==> src/rtl/regfile_2r1w_sb_pkg.sv <==
// Shared RISC-V register-file parameters and types.
package riscv_pkg;

  localparam int unsigned XLEN   = 32;
  localparam int unsigned NREG   = 32;
  localparam int unsigned REG_AW = $clog2(NREG);

  typedef logic [REG_AW-1:0] reg_addr_t;

  localparam reg_addr_t ZERO_REG = '0;

endpackage : riscv_pkg

==> src/rtl/regfile_2r1w_sb_if.sv <==
// Decode/writeback <-> register file signal bundle.
interface regfile_2r1w_sb_if;

  // Decode-side read ports
  riscv_pkg::reg_addr_t       Rd_Addr_A;
  logic                       Rd_Use_A;
  logic [riscv_pkg::XLEN-1:0] Rd_Data_A;
  riscv_pkg::reg_addr_t       Rd_Addr_B;
  logic                       Rd_Use_B;
  logic [riscv_pkg::XLEN-1:0] Rd_Data_B;

  // Writeback-side write port
  logic                       Wr_En;
  riscv_pkg::reg_addr_t       Wr_Addr;
  logic [riscv_pkg::XLEN-1:0] Wr_Data;

  // Load scoreboard
  logic                       Busy_Set;
  riscv_pkg::reg_addr_t       Busy_Addr;
  logic                       Stall;
  logic [riscv_pkg::NREG-1:0] Busy_Vec;

  // Pipeline side: drives addresses, writes and busy requests
  modport master (
    output Rd_Addr_A, Rd_Use_A, Rd_Addr_B, Rd_Use_B,
    output Wr_En, Wr_Addr, Wr_Data, Busy_Set, Busy_Addr,
    input  Rd_Data_A, Rd_Data_B, Stall, Busy_Vec
  );

  // Register file side
  modport slave (
    input  Rd_Addr_A, Rd_Use_A, Rd_Addr_B, Rd_Use_B,
    input  Wr_En, Wr_Addr, Wr_Data, Busy_Set, Busy_Addr,
    output Rd_Data_A, Rd_Data_B, Stall, Busy_Vec
  );

endinterface : regfile_2r1w_sb_if

==> src/rtl/regfile_busy_sb.sv <==
// Busy-bit scoreboard for in-flight load destinations; generates Stall.
module regfile_busy_sb
  import riscv_pkg::*;
(
  input  logic            clk_i,
  input  logic            rst_ni,
  input  logic            busy_set_i,
  input  reg_addr_t       busy_addr_i,
  input  logic            wr_en_i,
  input  reg_addr_t       wr_addr_i,
  input  reg_addr_t       rd_addr_a_i,
  input  logic            rd_use_a_i,
  input  reg_addr_t       rd_addr_b_i,
  input  logic            rd_use_b_i,
  output logic            stall_o,
  output logic [NREG-1:0] busy_vec_o
);

  logic [NREG-1:0] busy_q;
  logic [NREG-1:0] busy_d;
  logic            hit_a;
  logic            hit_b;

  // Next busy state: a new load's set beats a same-edge writeback clear; x0 never busy
  always_comb begin
    busy_d = busy_q;
    for (int unsigned r = 1; r < NREG; r++) begin
      if (busy_set_i && (busy_addr_i == reg_addr_t'(r))) begin
        busy_d[r] = 1'b1;
      end else if (wr_en_i && (wr_addr_i == reg_addr_t'(r))) begin
        busy_d[r] = 1'b0;
      end
    end
    busy_d[0] = 1'b0;
  end

  // Busy bits register, cleared asynchronously with the pipeline flush
  always_ff @(posedge clk_i or negedge rst_ni) begin
    if (!rst_ni) begin
      busy_q <= '0;
    end else begin
      busy_q <= busy_d;
    end
  end

  // A used operand stalls on a busy source unless its writeback is arriving right now
  always_comb begin
    hit_a = rd_use_a_i && (rd_addr_a_i != ZERO_REG) && busy_q[rd_addr_a_i]
            && !(wr_en_i && (wr_addr_i == rd_addr_a_i));
    hit_b = rd_use_b_i && (rd_addr_b_i != ZERO_REG) && busy_q[rd_addr_b_i]
            && !(wr_en_i && (wr_addr_i == rd_addr_b_i));
    stall_o    = hit_a || hit_b;
    busy_vec_o = busy_q;
  end

endmodule : regfile_busy_sb

==> src/rtl/regfile_2r1w_sb.sv <==
// 2-read/1-write integer register file with write-to-read bypass and load scoreboard.
module regfile_2r1w_sb
  import riscv_pkg::*;
(
  input logic              Clock,
  input logic              Reset_n,
  regfile_2r1w_sb_if.slave rf
);

  logic [XLEN-1:0] regs_q [NREG];
  logic [XLEN-1:0] rd_a;
  logic [XLEN-1:0] rd_b;

  // Architectural storage; x0 is never written so it stays at its reset value of zero
  always_ff @(posedge Clock or negedge Reset_n) begin
    if (!Reset_n) begin
      for (int unsigned i = 0; i < NREG; i++) begin
        regs_q[i] <= '0;
      end
    end else if (rf.Wr_En && (rf.Wr_Addr != ZERO_REG)) begin
      regs_q[rf.Wr_Addr] <= rf.Wr_Data;
    end
  end

  // Read muxes: x0 reads zero, same-cycle writeback bypasses, reads forced to zero in reset
  always_comb begin
    rd_a = regs_q[rf.Rd_Addr_A];
    if (!Reset_n || (rf.Rd_Addr_A == ZERO_REG)) begin
      rd_a = '0;
    end else if (rf.Wr_En && (rf.Wr_Addr == rf.Rd_Addr_A)) begin
      rd_a = rf.Wr_Data;
    end

    rd_b = regs_q[rf.Rd_Addr_B];
    if (!Reset_n || (rf.Rd_Addr_B == ZERO_REG)) begin
      rd_b = '0;
    end else if (rf.Wr_En && (rf.Wr_Addr == rf.Rd_Addr_B)) begin
      rd_b = rf.Wr_Data;
    end
  end

  assign rf.Rd_Data_A = rd_a;
  assign rf.Rd_Data_B = rd_b;

  regfile_busy_sb u_busy (
    .clk_i       (Clock),
    .rst_ni      (Reset_n),
    .busy_set_i  (rf.Busy_Set),
    .busy_addr_i (rf.Busy_Addr),
    .wr_en_i     (rf.Wr_En),
    .wr_addr_i   (rf.Wr_Addr),
    .rd_addr_a_i (rf.Rd_Addr_A),
    .rd_use_a_i  (rf.Rd_Use_A),
    .rd_addr_b_i (rf.Rd_Addr_B),
    .rd_use_b_i  (rf.Rd_Use_B),
    .stall_o     (rf.Stall),
    .busy_vec_o  (rf.Busy_Vec)
  );

endmodule : regfile_2r1w_sb

==> src/flat_wrapper.sv <==
// flat-port wrapper written by rule: the top's interface ports become plain ports
module regfile_2r1w_sb_flat import riscv_pkg::*;
  (Clock, Reset_n, rf_Rd_Addr_A, rf_Rd_Use_A, rf_Rd_Addr_B, rf_Rd_Use_B, rf_Wr_En, rf_Wr_Addr, rf_Wr_Data, rf_Busy_Set, rf_Busy_Addr, rf_Rd_Data_A, rf_Rd_Data_B, rf_Stall, rf_Busy_Vec);
  regfile_2r1w_sb_if rf_i ();
  input logic Clock;
  input logic Reset_n;
  input wire logic [$bits(rf_i.Rd_Addr_A)-1:0] rf_Rd_Addr_A;
  input wire logic [$bits(rf_i.Rd_Use_A)-1:0] rf_Rd_Use_A;
  input wire logic [$bits(rf_i.Rd_Addr_B)-1:0] rf_Rd_Addr_B;
  input wire logic [$bits(rf_i.Rd_Use_B)-1:0] rf_Rd_Use_B;
  input wire logic [$bits(rf_i.Wr_En)-1:0] rf_Wr_En;
  input wire logic [$bits(rf_i.Wr_Addr)-1:0] rf_Wr_Addr;
  input wire logic [$bits(rf_i.Wr_Data)-1:0] rf_Wr_Data;
  input wire logic [$bits(rf_i.Busy_Set)-1:0] rf_Busy_Set;
  input wire logic [$bits(rf_i.Busy_Addr)-1:0] rf_Busy_Addr;
  output wire logic [$bits(rf_i.Rd_Data_A)-1:0] rf_Rd_Data_A;
  output wire logic [$bits(rf_i.Rd_Data_B)-1:0] rf_Rd_Data_B;
  output wire logic [$bits(rf_i.Stall)-1:0] rf_Stall;
  output wire logic [$bits(rf_i.Busy_Vec)-1:0] rf_Busy_Vec;
  assign rf_i.Rd_Addr_A = rf_Rd_Addr_A;
  assign rf_i.Rd_Use_A = rf_Rd_Use_A;
  assign rf_i.Rd_Addr_B = rf_Rd_Addr_B;
  assign rf_i.Rd_Use_B = rf_Rd_Use_B;
  assign rf_i.Wr_En = rf_Wr_En;
  assign rf_i.Wr_Addr = rf_Wr_Addr;
  assign rf_i.Wr_Data = rf_Wr_Data;
  assign rf_i.Busy_Set = rf_Busy_Set;
  assign rf_i.Busy_Addr = rf_Busy_Addr;
  assign rf_Rd_Data_A = rf_i.Rd_Data_A;
  assign rf_Rd_Data_B = rf_i.Rd_Data_B;
  assign rf_Stall = rf_i.Stall;
  assign rf_Busy_Vec = rf_i.Busy_Vec;
  regfile_2r1w_sb u_core (.Clock(Clock), .Reset_n(Reset_n), .rf(rf_i));
endmodule
==> config.mk <==
export PLATFORM = sky130hd
export DESIGN_NAME = regfile_2r1w_sb_flat
export DESIGN_NICKNAME = d
export VERILOG_FILES = /design/src/rtl/regfile_2r1w_sb_pkg.sv /design/src/rtl/regfile_2r1w_sb_if.sv /design/src/rtl/regfile_busy_sb.sv /design/src/rtl/regfile_2r1w_sb.sv /design/src/flat_wrapper.sv
export SDC_FILE = /design/constraint.sdc
export NUM_CORES = 2
export LEC_CHECK = 0
export CAP_MARGIN = 20
export CELL_PAD_IN_SITES_DETAIL_PLACEMENT = 1
export CELL_PAD_IN_SITES_GLOBAL_PLACEMENT = 2
export CORE_MARGIN = 1
export CORE_UTILIZATION = 51
export CTS_BUF_LIST = sky130_fd_sc_hd__clkbuf_8
export CTS_CLUSTER_SIZE = 24
export DETAILED_ROUTE_END_ITERATION = 12
export PLACE_DENSITY_LB_ADDON = 0.2
export SYNTH_ARGS = -nofsm -noshare
export SYNTH_HDL_FRONTEND = slang
export SYNTH_SLANG_ARGS = --single-unit
==> constraint.sdc <==
create_clock -name Clock -period 3.5 [get_ports Clock]
set_input_delay 0.35 -clock Clock [delete_from_list [all_inputs] [get_ports Clock]]
set_output_delay 0.35 -clock Clock [all_outputs]
set_load 0.02 [all_outputs]
==> metrics.md <==
| Metric | Value |
|---|---|
| Status | finished clean |
| Max Freq | around 0.29 GHz |
| Final Instance Area | ~66000 um^2 |
| Routability cong. | between 0.8 and 0.9 |
| CP startpoint kind | flop |
| Residual DRC | 0 |
| Area delta synth->final | 15.4% |
| Worst-path clk slew | approximately 60 ps |
| Initial DRC Count | 3717 |
| First-pass GRT wire length | ~300 mm |
| DR pass1 iterations | 6 |
| WL/cell | around 35 um |
| Row count | around 120 |
| Die width | 338 um |
| Worst path arrival time | between 3000 and 4000 ps |
| Root buffer cell | clkbuf_8 |
| Final cycle utilization of the critical path | 0.981 |
| Relative slew slack | 0.298 |
| Max incr delay on CP | just over 500 ps |
| Drt total wl | a little over 200 mm |
| IO buf count | between 150 and 200 |
| Die height | 338 um |
| Reg2reg end | u_core.regs_q[615] |
| Critical path class | flop to output port |
| Setup Buffers After CTS | 0 |
| TritonCTS clock tree | built |
| Maximum vdd drop | approximately 0.00045 V |
| LEAKAGE | between 20 and 30 nW |
| Core area | between 100000 and 150000 um^2 |
| #FFs+latches synth | about 1100 |
| Clock sink count | between 1000 and 1500 |
| Vias | between 40000 and 50000 |
| CP endpoint kind | output port |
| Ratio of cells with drive above 1 in the final layout | 0.498 |
| Worst-margin pin slew | 1050 ps |
| Syn Nets | slightly above 4000 |
| Total track usage | 0.372 |
| Final-report setup violation count | 0 |
| DP Area | 62400 um^2 |
| GR Overflow Total | 0 |
| Async S/R FF share, synth | 1.00 |
| Max clock buf depth | 3 |
| Most used cell, CP | mux4_2 |
| Synth top area share | 0.459 |
| CP bufs+invs | 2 |
| R2r setup slk | about 2700 ps |
| Non-filler cells, final | ~6000 |
| Min Hold Slack | between 200 and 300 ps |
| Io pins | between 150 and 200 |
| Initial core utilization | 0.517 |
| Inst Count DP | ~5600 |
| Power per standard cell area | 550 nW/um^2 |
| Post-layout min period | ~3400 ps |
| Critical path, cell by cell | mux4_2 > mux4_2 > mux2i_2 > buf_4 > a21oi_1 > clkdlybuf4s15_1 |
| Total CTS buffers | ~190 |
| Post-Syn Area | roughly 58000 um^2 |
| Vias per cell | roughly 6.8 |
| Commonest non-fill, non-tap cell in the layout | mux2_2 |
| Clk_skew | 0 ps |
| Die area | ~110000 um^2 |
| Cells after synthesis | between 4000 and 5000 |
| Final slew viol count | 0 |
| # nets final | ~4300 |
| Final Hold Fails | 0 |
| Largest net degree at the start of global routing | between 150 and 200 |
| Clk_lat worst skew | about 900 ps |
| Yosys cell types | just over 60 |
| Mean area per synthesized cell | approximately 14 um^2 |
| H-tree levels | 4 |
| Slowest cell on crit path | mux4_2 |
| Final HPWL DP | 128 mm |
| Synth area leader | dfrtp_1 |
| Top cells by area, synth | dfrtp_1, mux2_2, mux4_2 |
| Core Util, Final | 0.597 |
| Warnings, synthesis | 0 |
| CP top delay family | multiplexers |
| Initial antenna violation count | 5 |
| Pre-CTS WS | -19.9 ps |
| R2R depth | 1 |
| Register area share after synthesis | 0.459 |
| EDFF count, synth | 0 |
| Max-Cap Viols | 0 |
| Vias in the first global route | around 43000 |
| Most used DFF post-synth | dfrtp_1 |
| Reg-to-reg startpoint | u_core.regs_q[615] |
| HP Class | input pin to async pin |
| Final WS setup | approximately 65 ps |
| Worst Path Required | 3150 ps |
| Crit Path Max Fanout | 3 |
| Most frequent cells in the layout | mux2_2, dfrtp_1, mux4_2 |
| ANT nets after route | 0 |
[stage by stage]
stage	TNS (ps)	power (mW)
after floorplan	0	21.7
after global placement	-101	24.2
after detailed placement	-30.4	24.7
after CTS	0	36.6
after global routing	-70.4	37.9
final	0	36.5
[power by group]
group,switching (mW),internal [mW],leakage [nW]
sequential,1.86,14.5,13.5
combinational,3.48,4.78,13.5
clock,5.48,6.34,2.20
[Yosys cell counts, types with 3 or more instances]
cell / number
nor2b_1: 29
mux4_2: 423
xor2_1: 8
a31oi_1: 13
a41oi_1: 3
a22oi_1: 31
o31ai_1: 4
nand4b_1: 4
a221oi_1: 18
o21ai_0: 89
buf_1: 26
o22ai_1: 78
a221oi_2: 3
mux2i_1: 206
buf_4: 34
a32o_1: 4
a22o_1: 14
nand4_1: 4
o221ai_1: 6
nand3_1: 40
mux2_2: 1115
buf_2: 112
and3_1: 8
a211oi_1: 38
a21oi_1: 94
a2111oi_0: 20
nand3b_1: 4
or2_2: 4
buf_6: 25
inv_1: 11
buf_8: 4
clkbuf_1: 253
dfrtp_1: 1055
a221o_1: 13
nor3_1: 40
nor2_1: 100
nor4_1: 5
nand2_1: 100
nand2b_1: 16
[worst max path at each step]
stage / start / end / slack, ps / cells past startpoint
floorplan: rf_Rd_Addr_B[0] / rf_Rd_Data_B[28] / 1030 / 9
global placement: rf_Wr_Addr[3] / rf_Rd_Data_A[9] / -70 / 9
detailed placement: rf_Wr_Addr[3] / rf_Rd_Data_A[9] / -20 / 9
CTS: u_core.regs_q[69] / rf_Rd_Data_A[5] / 3 / 7
global route: u_core.regs_q[656] / rf_Rd_Data_A[16] / -40 / 6
finish: u_core.regs_q[271] / rf_Rd_Data_B[15] / 70 / 6
[layer usage]
| layer | vias up | track usage | wire [um] |
|---|---|---|---|
| met5 | - | 0 | 36 |
| met4 | 6 | 0.167 | 10100 |
| met3 | 534 | 0.0737 | 15200 |
| met2 | 1754 | 0.584 | 98200 |
| met1 | 22011 | 0.501 | 84000 |
| li1 | 16075 | - | - |
[registers in the layout, indices dropped and copies added, names as in the netlist]
signal                    count
u_core.regs_q              1024
u_core.u_busy.busy_vec_o     31
[layout make-up]
cell class                      instances  area (um^2)
Antenna cell                            4         10.0
Clock buffer                          236         3250
Clock inverter                        103          567
Fill cell                           10424        44900
Inverter                               14         55.1
Multi-Input combinational cell       2559        29200
Sequential cell                      1055        26400
Tap cell                             1488         1860
Timing Repair Buffer                  465         5030
[cell families after synthesis]
kind of cell | count (synthesis) | synth area share
AO/OA/AOI/OAI | 440 | 0.0502
other | 1 | 0.0000652
flip-flops | 1055 | 0.459
multiplexers | 1744 | 0.420
buffers and inverters | 470 | 0.0399
XOR/XNOR | 10 | 0.00152
AND/OR/NAND/NOR | 364 | 0.0297
[what timing repair did]
item                       4_1_cts  5_1_grt
gates resized for setup         38       22
pin swaps                        0        0
hold buffers                     2        0
hold endpoints to repair       324        0
setup endpoints to repair       25       20
No activity file was read; power rests on OpenSTA's default activity.
